===== config.mk =====
export PLATFORM = sky130hd
export DESIGN_NAME = grf_wb_arbiter_flat
export DESIGN_NICKNAME = d
export VERILOG_FILES = /design/src/rtl/grf_wb_arbiter_pkg.sv /design/src/rtl/grf_wb_arbiter_if.sv /design/src/rtl/grf_wb_arbiter_scoreboard.sv /design/src/rtl/grf_wb_arbiter.sv /design/src/flat_wrapper.sv
export SDC_FILE = /design/constraint.sdc
export NUM_CORES = 1
export LEC_CHECK = 0
export ABC_AREA = 1
export BUFFER_PORTS_ARGS = -buffer_cell sky130_fd_sc_hd__buf_2
export CAP_MARGIN = 20
export CORE_MARGIN = 2
export CORE_UTILIZATION = 49
export DETAILED_ROUTE_END_ITERATION = 16
export PLACE_DENSITY_LB_ADDON = 0.08
export SYNTH_ARGS = -nofsm -noshare
export SYNTH_HDL_FRONTEND = slang
export SYNTH_HIERARCHICAL = 1
export SYNTH_SLANG_ARGS = --single-unit

===== constraint.sdc =====
create_clock -name clk -period 2.45 [get_ports clk]
set_input_delay 0.3675 -clock clk [delete_from_list [all_inputs] [get_ports clk]]
set_output_delay 0.3675 -clock clk [all_outputs]
set_load 0.1 [all_outputs]

===== src/rtl/grf_wb_arbiter_pkg.sv =====
// rtl/grf_wb_arbiter_pkg.sv - shared widths, FSM states and source tags for the GRF write-back arbiter
package wb_pkg;

    localparam int REG_W  = 5;
    localparam int DATA_W = 32;
    localparam int NREG   = 1 << REG_W;

    typedef enum logic {
        P_PRI   = 1'b0,
        A_FORCE = 1'b1
    } state_e;

    localparam logic SRC_P = 1'b0;
    localparam logic SRC_A = 1'b1;

endpackage


===== src/rtl/grf_wb_arbiter_if.sv =====
// rtl/grf_wb_arbiter_if.sv - request, scoreboard and GRF write-port signals of the write-back arbiter
interface grf_wb_if;
    import wb_pkg::*;

    logic              p_valid;
    logic [REG_W-1:0]  p_wa;
    logic [DATA_W-1:0] p_wd;
    logic [DATA_W-1:0] p_pc;
    logic              p_ready;

    logic              a_issue;
    logic [REG_W-1:0]  a_issue_wa;
    logic              a_valid;
    logic [REG_W-1:0]  a_wa;
    logic [DATA_W-1:0] a_wd;
    logic [DATA_W-1:0] a_pc;
    logic              a_ready;

    logic [NREG-1:0]   busy;
    logic              grf_we;
    logic [REG_W-1:0]  grf_wa;
    logic [DATA_W-1:0] grf_wd;
    logic [DATA_W-1:0] grf_pc;

    modport slave (
        input  p_valid, p_wa, p_wd, p_pc, a_issue, a_issue_wa, a_valid, a_wa, a_wd, a_pc,
        output p_ready, a_ready, busy, grf_we, grf_wa, grf_wd, grf_pc
    );

    modport master (
        output p_valid, p_wa, p_wd, p_pc, a_issue, a_issue_wa, a_valid, a_wa, a_wd, a_pc,
        input  p_ready, a_ready, busy, grf_we, grf_wa, grf_wd, grf_pc
    );

endinterface


===== src/rtl/grf_wb_arbiter_scoreboard.sv =====
// rtl/grf_wb_arbiter_scoreboard.sv - busy vector of registers awaiting an A-unit write; set wins over clear
module wb_scoreboard
    import wb_pkg::*;
(
    input  logic             clk,
    input  logic             rst_n,
    input  logic             set_en,
    input  logic [REG_W-1:0] set_idx,
    input  logic             clr_en,
    input  logic [REG_W-1:0] clr_idx,
    output logic [NREG-1:0]  busy
);

    logic [NREG-1:0] busy_q, busy_d;

    always_comb begin
        busy_d = busy_q;
        if (clr_en) busy_d[clr_idx] = 1'b0;
        if (set_en) busy_d[set_idx] = 1'b1;
        busy_d[0] = 1'b0;
    end

    always_ff @(posedge clk or negedge rst_n) begin
        if (!rst_n) busy_q <= '0;
        else        busy_q <= busy_d;
    end

    assign busy = busy_q;

endmodule


===== src/rtl/grf_wb_arbiter.sv =====
// rtl/grf_wb_arbiter.sv - arbitrates the single GRF write port between pipeline W stage and A unit
// Optional: WB_TRACE_EN prints every committed GRF write with its source.
module grf_wb_arbiter
    import wb_pkg::*;
#(
    parameter int MAX_WAIT = 4,
    parameter int CNT_W    = 3
) (
    input  logic     clk,
    input  logic     reset,
    grf_wb_if.slave  bus
);

    localparam logic [CNT_W-1:0] CNT_MAX  = '1;
    localparam logic [CNT_W-1:0] WAIT_LIM = CNT_W'(MAX_WAIT);

    state_e             state_q, state_d;
    logic [CNT_W-1:0]   cnt_q, cnt_d;
    logic               grf_we_q, grf_we_d;
    logic [REG_W-1:0]   grf_wa_q, grf_wa_d;
    logic [DATA_W-1:0]  grf_wd_q, grf_wd_d;
    logic [DATA_W-1:0]  grf_pc_q, grf_pc_d;
    logic               src_q, src_d;
    logic               p_ready, a_ready, p_xfer, a_xfer;

    always_comb begin
        p_ready = (state_q == P_PRI);
        a_ready = (state_q == A_FORCE) || !bus.p_valid;
        p_xfer  = bus.p_valid && p_ready;
        a_xfer  = bus.a_valid && a_ready;

        cnt_d = cnt_q;
        if (a_xfer)
            cnt_d = '0;
        else if (bus.a_valid && !a_ready && cnt_q != CNT_MAX)
            cnt_d = cnt_q + 1'b1;

        // Only force while A is actually waiting, so a stale count cannot starve P.
        state_d = state_q;
        case (state_q)
            P_PRI:   if (bus.a_valid && !a_xfer && cnt_d >= WAIT_LIM) state_d = A_FORCE;
            A_FORCE: if (a_xfer || !bus.a_valid)                     state_d = P_PRI;
            default: state_d = P_PRI;
        endcase

        grf_we_d = 1'b0;
        grf_wa_d = grf_wa_q;
        grf_wd_d = grf_wd_q;
        grf_pc_d = grf_pc_q;
        src_d    = src_q;
        if (a_xfer) begin
            grf_we_d = (bus.a_wa != '0);
            grf_wa_d = bus.a_wa;
            grf_wd_d = bus.a_wd;
            grf_pc_d = bus.a_pc;
            src_d    = SRC_A;
        end else if (p_xfer) begin
            grf_we_d = (bus.p_wa != '0);
            grf_wa_d = bus.p_wa;
            grf_wd_d = bus.p_wd;
            grf_pc_d = bus.p_pc;
            src_d    = SRC_P;
        end
    end

    always_ff @(posedge clk or negedge reset) begin
        if (!reset) begin
            state_q  <= P_PRI;
            cnt_q    <= '0;
            grf_we_q <= 1'b0;
            grf_wa_q <= '0;
            grf_wd_q <= '0;
            grf_pc_q <= '0;
            src_q    <= SRC_P;
        end else begin
            state_q  <= state_d;
            cnt_q    <= cnt_d;
            grf_we_q <= grf_we_d;
            grf_wa_q <= grf_wa_d;
            grf_wd_q <= grf_wd_d;
            grf_pc_q <= grf_pc_d;
            src_q    <= src_d;
        end
    end

    // The clear lands on the same edge the GRF commits the A result.
    wb_scoreboard u_scoreboard (
        .clk     (clk),
        .rst_n   (reset),
        .set_en  (bus.a_issue && bus.a_issue_wa != '0),
        .set_idx (bus.a_issue_wa),
        .clr_en  (grf_we_q && src_q == SRC_A),
        .clr_idx (grf_wa_q),
        .busy    (bus.busy)
    );

    assign bus.p_ready = p_ready;
    assign bus.a_ready = a_ready;
    assign bus.grf_we  = grf_we_q;
    assign bus.grf_wa  = grf_wa_q;
    assign bus.grf_wd  = grf_wd_q;
    assign bus.grf_pc  = grf_pc_q;

`ifdef WB_TRACE_EN
    always @(posedge clk) begin
        if (reset && grf_we_q)
            $display("%s@%h: $%d <= %h", (src_q == SRC_A) ? "A " : "P ", grf_pc_q, grf_wa_q, grf_wd_q);
    end
`else
`endif

endmodule

===== src/flat_wrapper.sv =====
// flat-port wrapper written by rule: the top's interface ports become plain ports
module grf_wb_arbiter_flat import wb_pkg::*;
#(
    parameter int MAX_WAIT = 4,
    parameter int CNT_W    = 3
)
  (clk, reset, bus_p_valid, bus_p_wa, bus_p_wd, bus_p_pc, bus_a_issue, bus_a_issue_wa, bus_a_valid, bus_a_wa, bus_a_wd, bus_a_pc, bus_p_ready, bus_a_ready, bus_busy, bus_grf_we, bus_grf_wa, bus_grf_wd, bus_grf_pc);
  grf_wb_if bus_i ();
  input  logic clk;
  input  logic reset;
  input wire logic [$bits(bus_i.p_valid)-1:0] bus_p_valid;
  input wire logic [$bits(bus_i.p_wa)-1:0] bus_p_wa;
  input wire logic [$bits(bus_i.p_wd)-1:0] bus_p_wd;
  input wire logic [$bits(bus_i.p_pc)-1:0] bus_p_pc;
  input wire logic [$bits(bus_i.a_issue)-1:0] bus_a_issue;
  input wire logic [$bits(bus_i.a_issue_wa)-1:0] bus_a_issue_wa;
  input wire logic [$bits(bus_i.a_valid)-1:0] bus_a_valid;
  input wire logic [$bits(bus_i.a_wa)-1:0] bus_a_wa;
  input wire logic [$bits(bus_i.a_wd)-1:0] bus_a_wd;
  input wire logic [$bits(bus_i.a_pc)-1:0] bus_a_pc;
  output wire logic [$bits(bus_i.p_ready)-1:0] bus_p_ready;
  output wire logic [$bits(bus_i.a_ready)-1:0] bus_a_ready;
  output wire logic [$bits(bus_i.busy)-1:0] bus_busy;
  output wire logic [$bits(bus_i.grf_we)-1:0] bus_grf_we;
  output wire logic [$bits(bus_i.grf_wa)-1:0] bus_grf_wa;
  output wire logic [$bits(bus_i.grf_wd)-1:0] bus_grf_wd;
  output wire logic [$bits(bus_i.grf_pc)-1:0] bus_grf_pc;
  assign bus_i.p_valid = bus_p_valid;
  assign bus_i.p_wa = bus_p_wa;
  assign bus_i.p_wd = bus_p_wd;
  assign bus_i.p_pc = bus_p_pc;
  assign bus_i.a_issue = bus_a_issue;
  assign bus_i.a_issue_wa = bus_a_issue_wa;
  assign bus_i.a_valid = bus_a_valid;
  assign bus_i.a_wa = bus_a_wa;
  assign bus_i.a_wd = bus_a_wd;
  assign bus_i.a_pc = bus_a_pc;
  assign bus_p_ready = bus_i.p_ready;
  assign bus_a_ready = bus_i.a_ready;
  assign bus_busy = bus_i.busy;
  assign bus_grf_we = bus_i.grf_we;
  assign bus_grf_wa = bus_i.grf_wa;
  assign bus_grf_wd = bus_i.grf_wd;
  assign bus_grf_pc = bus_i.grf_pc;
  grf_wb_arbiter #(.MAX_WAIT(MAX_WAIT), .CNT_W(CNT_W)) u_core (.clk(clk), .reset(reset), .bus(bus_i));
endmodule

; ---- Yosys cells after proc, flatten, opt, wreduce, memory -nomap -nowiden
; Index checks and enable logic that the tools add are counted.
[word_totals]
regBits = 106
output_inout_bits = 104
[op_classes]
eq_ne = 1
add_sub_neg = 1
n_reduce_logical = 20
n_bitwise = 4
magnitude_cmp = 5
muxes = 21
[op_table]
columns = op, n
row1 = $mux 32, 6
row2 = $and 32x32->32, 1
row3 = $not 32->32, 1
row4 = $or 32x32->32, 1
row5 = $reduce_bool 5->1, 3
row6 = $lt 5x6->1 const B, 2
row7 = $demux 1 s5, 2
row8 = $ge 5x1->1 const B, 2
row9 = $logic_and 1x1->1, 10
row10 = $mux 5, 2
row11 = $mux 1, 8
row12 = $mux 3, 2
row13 = $logic_not 1->1, 4
row14 = $add 3x1->3 const B, 1
row15 = $ge 3x3->1 const B, 1
row16 = $ne 3x3->1 const B, 1
row17 = $logic_or 1x1->1, 2
row18 = $pmux 1 s2, 1
row19 = $reduce_bool 2->1, 1
row20 = $not 1->1, 1

; ---- Logic depth before layout (Yosys ltp)
[depth]
word_depth = 11
ltp_mapped = 8
mapped_depth_nobuf = 8

; ---- Modules after synthesis
; Netlist, hierarchy kept.
[by_module_without_submodules]
columns = mod, seq_area_each_um2, instances, area_per_inst_um2, cells_per_inst
row1 = grf_wb_arbiter, 1876.8, 1, 3418.3, 421
row2 = wb_scoreboard, 775.7, 1, 1544.0, 198

; ---- Worst setup path after synthesis
; OpenSTA, ideal clock, no wires.
[synth_path]
path_type = reg2reg
from = reg u_core.state_q
to = reg u_core.grf_pc_q[20] (netlist: u_core/bus.grf_pc[20])
required_ns = 2.325
n_path_buf = 1
setup_slack_ns = 0.166
setup_ns = 0.125
arrival_time_ns = 2.159
path_stages_with_launch = 8
path_cell_list = dfrtp_1 inv_2 nand2_1 nand2_2 inv_2 buf_6 nand2_1 nand3_2
[synth_between]
elab_chain_len = 3
elab_cells_between_ends = 6
[synth_rtl]
columns = item, line
row1 = "start, declared", grf_wb_arbiter.sv:17  ; state_e state_q, state_d;
row2 = "start signal, assigned", grf_wb_arbiter.sv:76  ; state_q <= state_d;
row3 = $not 1->1, grf_wb_arbiter.sv:27  ; p_ready = (state_q == P_PRI);
row4 = named net bus_p_ready, flat_wrapper.sv:21  ; output wire logic [$bits(bus_i.p_ready)-1:0] bus_p_ready;
row5 = $logic_and 1x1->1, grf_wb_arbiter.sv:29  ; p_xfer = bus.p_valid && p_ready;
row6 = $reduce_bool 2->1 (no line), n/a
row7 = "end signal, assigned", grf_wb_arbiter.sv:81  ; grf_pc_q <= grf_pc_d;
row8 = "end, declared", grf_wb_arbiter.sv:22  ; logic [DATA_W-1:0] grf_pc_q, grf_pc_d;
; The timed path passes the listed nets, and every way through them passes these cells.
; A chain may end at the register's enable or synchronous reset.

; ---- Worst setup path after layout
[layout_path]
from = reg u_core.state_q
to = reg u_core.grf_pc_q[27] (netlist: u_core/bus.grf_pc[27])
[layout_between]
elab_chain_len = 3
elab_cells_between_ends = 6
[layout_rtl]
columns = item, line
row1 = $logic_or 1x1->1 or $not 1->1 (tied branches), "grf_wb_arbiter.sv:28, grf_wb_arbiter.sv:27"
row2 = $logic_and 1x1->1 (on tied branches), "grf_wb_arbiter.sv:30, grf_wb_arbiter.sv:29"
row3 = $mux 32 or $reduce_bool 2->1 (tied branches), n/a
; Several ways; a longest one is shown, not always the timed one.

==> results list <==
* Outcome: finished, final reports clean
- Derived from the worst setup path, the maximum achievable clock frequency is 541.0 MHz.
* Slew headroom: 45.13%
- For this run, the total global-route usage over all layers was measured as 26.12%.
* Floorplan core area: 9819 sq um
- The largest single stage delay on the critical path is 0.62 ns.
- For this run, the number of Yosys warnings is 6.
- The tree built by TritonCTS fans out to 106 sinks.
- Summing the areas of all and, or, nand and nor instances in the mapped netlist gives 39.33% of the synthesized area.
- Number of top-level pins: 252
* WP data required: 2.75 ns
- The first global-routing pass estimated 22890 microns of wire.
- For this design the ratio of total power to cell area is 1028 nW/um^2.
- # H-tree levels: 3
* Largest family of logic cells by synthesized area: simple AND/OR/NAND/NOR gates
- NumNets Final: 1011
- At the pin with the least slew margin, the transition time is 0.8211 ns.
- Post-synth top flop: sky130_fd_sc_hd__dfrtp_1
- Total of max-cap violations: 0
- For the final database, setup skew stands at 0.007855 ns.
- Post-synthesis cell type count: 23
* Post-synthesis compound-gate area fraction: 1.462%
- The number of hold buffers added after CTS was 1.
- Period utilisation layout: 75.45%
* Top cell type's share of synthesized area: 53.45%
- Across all register-to-register paths, the minimum setup slack is 0.60 ns.
* Maximum net fanout on the critical path: 36
* Die outline height: 104.6 microns
* Antenna violation net count after detailed routing: 0
* Setup TNS: 0 ns
- Counting flops with a built-in enable in the synthesized netlist gives 0.
* Final global-route overflow total: 0
* Filler Cells Inserted: 930
- The tree is rooted in a sky130_fd_sc_hd__clkbuf_8.
- The number of antenna violations at the first check in global routing was 1.
- TritonCTS clock tree: done
* Post-synthesis adder-cell area fraction: 0.5043%
* Worst path cell trace: nor2_4 -> nor2_4 -> buf_4 -> nand2_1 -> nand3_1
- Most common library cells after synthesis: 324 x sky130_fd_sc_hd__nand2_1, 106 x sky130_fd_sc_hd__dfrtp_1, 76 x sky130_fd_sc_hd__nand3_1, 22 x sky130_fd_sc_hd__nor2_1, 14 x sky130_fd_sc_hd__inv_2
- Across all layers, the routed design uses 4928 vias.
- Endpoints failing hold: 0
* Length of the first detailed-routing pass in iterations: 4
- Total chip power: 0.006680 W
- The routed design has 14250 microns of wire.
* Count of cells resized by post-cts repair: 0
- The initialized floorplan defines 36 standard-cell rows.
- After detailed routing, the average wire length per cell comes to 14.26 microns.
- In this run, synthesis produced a sequential element count of 106.
- Mux cell area share after synthesis: 0%
- Seq/Total Area, Yosys: 53.45%
- Entering global routing, the biggest net connects 75 pins.
- Data arrival time of the worst path: 2.15 ns
- Number of diodes added for antenna fixing: 0
- Summing the areas of all xor and xnor instances in the mapped netlist gives 0% of the synthesized area.
- The worst setup path is of the reg -> reg kind.
- Net count after synthesis: 769
- The die covers 10950 sq um.
- In the routed design, unresolved DRC markers number 0.
* Layout cells sized above 1: 35.45%
- For this configuration, the core starts out at a cell density of 50.54%.
* CTS Buf Count: 9
* Min Tclk post-route: 1.849 ns
- Mean instance size in the synthesized netlist: 8.017 sq um
* HPWL after DPL: 10630 microns
* P&R area growth vs syn: 30.91%
- RSZ-0062 raised after global routing: no
* Worst hold path class: in -> reg
* Clock insertion delay at the later pin of the skew report: 0.37 ns
* Count of buffers inserted at the top-level ports: 250
* Cell types with the largest area share after synthesis: sky130_fd_sc_hd__dfrtp_1 53%, sky130_fd_sc_hd__nand2_1 25%, sky130_fd_sc_hd__nand3_1 7.7%
- Gate family responsible for the most delay along the worst path: simple AND/OR/NAND/NOR gates
- Die span in x: 104.6 microns
- Startpoint class of the critical path: register
* Post-DR vias/cell: 4.933
* Maximum clock insertion buffer count: 2
- Slew Limit Fails: 0
* Critical-path top delay cell: sky130_fd_sc_hd__nor2_4
* Worst vdd rail ir drop: 0.0007592 V
- Counting flops with an async set or reset pin after synthesis yields a share of 100.0%.
- Area post-placement: 6267 sq um
- Setup crit end kind: register
* Clock transition at the register clock pins on the worst setup and hold paths after CTS: 0.10 ns
- The first routing iteration left 249 violations.
* Post-Layout Inst Area: 6496 sq um
- Yosys instantiated no cell more often than sky130_fd_sc_hd__nand2_1.
- Area leader, netlist: sky130_fd_sc_hd__dfrtp_1
- Postcts setup bufs: 0
- Cell repeated most along the worst path: sky130_fd_sc_hd__nor2_4
- At the end of routability-driven placement, the weighted congestion stood at 0.8670.
- The number of global-route vias before repair was 4854.
- Setup violations remaining at the end of the flow were counted as 0.
* Number of buffer and inverter stages on the critical path: 1
- Static Leakage: 3.405 nW
* Combined area of all synthesized cells: 4962 sq um
* Number of instances in the synthesized netlist: 619
-- layer usage --
layer | track usage, % | wire, microns | part of all wire, % | up-vias
met5 | 0 | 11 | 0.077 | -
met4 | 10.95 | 347 | 2.4 | 2
li1 | - | - | - | 2429
met1 | 32.12 | 5679 | 40 | 2268
met2 | 44.68 | 7066 | 50 | 204
met3 | 5.552 | 1143 | 8.0 | 25
-- final timing paths --
path                       cells past startpoint                                    from                                     end
min reg2reg                                    2  u_core/u_scoreboard/busy[22]$_DFF_PN0_  u_core/u_scoreboard/busy[22]$_DFF_PN0_
max reg2reg                                    5                u_core/state_q$_DFF_PN0_       u_core/bus.grf_pc[27]$_DFFE_PN0P_
min in group asynchronous                      2                                   reset        u_core/bus.grf_pc[4]$_DFFE_PN0P_
max in group asynchronous                      3                                   reset        u_core/bus.grf_wa[1]$_DFFE_PN0P_
max                                            5                u_core/state_q$_DFF_PN0_       u_core/bus.grf_pc[27]$_DFFE_PN0P_
min                                            3                             bus_a_wd[8]        u_core/bus.grf_wd[8]$_DFFE_PN0P_
-- registers in the layout (all words and copies together) (netlist names) --
register / count
u_core/bus.grf_wd: 32
u_core/cnt_q: 3
u_core/u_scoreboard/busy: 31
u_core/state_q: 1
u_core/bus.grf_we: 1
u_core/src_q: 1
u_core/bus.grf_pc: 32
u_core/bus.grf_wa: 5
-- cell usage in the layout, fill, tap and decap left out, types with 2 or more instances in the layout --
cell / n
sky130_fd_sc_hd__buf_12: 2
sky130_fd_sc_hd__buf_2: 249
sky130_fd_sc_hd__buf_4: 4
sky130_fd_sc_hd__bufinv_16: 2
sky130_fd_sc_hd__clkbuf_8: 10
sky130_fd_sc_hd__clkinv_2: 2
sky130_fd_sc_hd__dfrtp_1: 106
sky130_fd_sc_hd__ha_1: 2
sky130_fd_sc_hd__inv_1: 7
sky130_fd_sc_hd__inv_2: 14
sky130_fd_sc_hd__nand2_1: 324
sky130_fd_sc_hd__nand3_1: 76
sky130_fd_sc_hd__nand3_2: 6
sky130_fd_sc_hd__nand4_1: 4
sky130_fd_sc_hd__nor2_1: 22
sky130_fd_sc_hd__nor2_2: 3
sky130_fd_sc_hd__nor2_4: 2
sky130_fd_sc_hd__nor3_2: 7
sky130_fd_sc_hd__nor3_4: 4
sky130_fd_sc_hd__o21ai_0: 2
sky130_fd_sc_hd__o21ai_1: 11
-- cells by family after synthesis --
group / after synthesis
adders and majority gates: 2
and+or+nand+nor: 450
buffers and inverters: 46
DFF: 106
other: 1
AOI/OAI and AO/OA: 14
-- cell type report --
type | instances | area (sq um) | share of cell area, %
sequential | 106 | 2653 | 40.83
clock buffer | 11 | 141.4 | 2.176
clock inverter | 5 | 77.57 | 1.194
timing repair buffer | 256 | 1326 | 20.42
multi-input combinational | 467 | 2053 | 31.61
inverter | 21 | 78.83 | 1.213
tap | 133 | 166.4 | 2.562
-- worst register-to-register path, cell delays in order (launching register included) --
cell	delay, ns
sky130_fd_sc_hd__dfrtp_1	0.42
sky130_fd_sc_hd__nor2_4	0.07
sky130_fd_sc_hd__nor2_4	0.63
sky130_fd_sc_hd__buf_4	0.46
sky130_fd_sc_hd__nand2_1	0.11
sky130_fd_sc_hd__nand3_1	0.10
-- stage by stage --
| step | instances | utilization [%] | hold slack (ns) | setup slack, ns |
|---|---|---|---|---|
| final | 999 | 66.16 | 0.1951 | 0.6014 |
| after global routing | 999 | 66.16 | 0.1809 | 0.4554 |
| after CTS | 999 | 66.16 | 0.1779 | 0.6006 |
| after detailed placement | 982 | 63.83 | 0.3502 | 0.4778 |
| after global placement | 982 | 63.83 | 0.3431 | 0.5381 |
| after floorplan | 619 | - | 0.07191 | 0.1657 |
-- power by group --
| part | leakage, nW | internal (W) | switching, W |
|---|---|---|---|
| registers | 1.22 | 0.00205 | 0.000193 |
| logic | 2.08 | 0.000477 | 0.00278 |
| clock network | 0.109 | 0.000601 | 0.000576 |
| total | 3.41 | 0.00313 | 0.00355 |
Power figures use the tool's default switching activity.
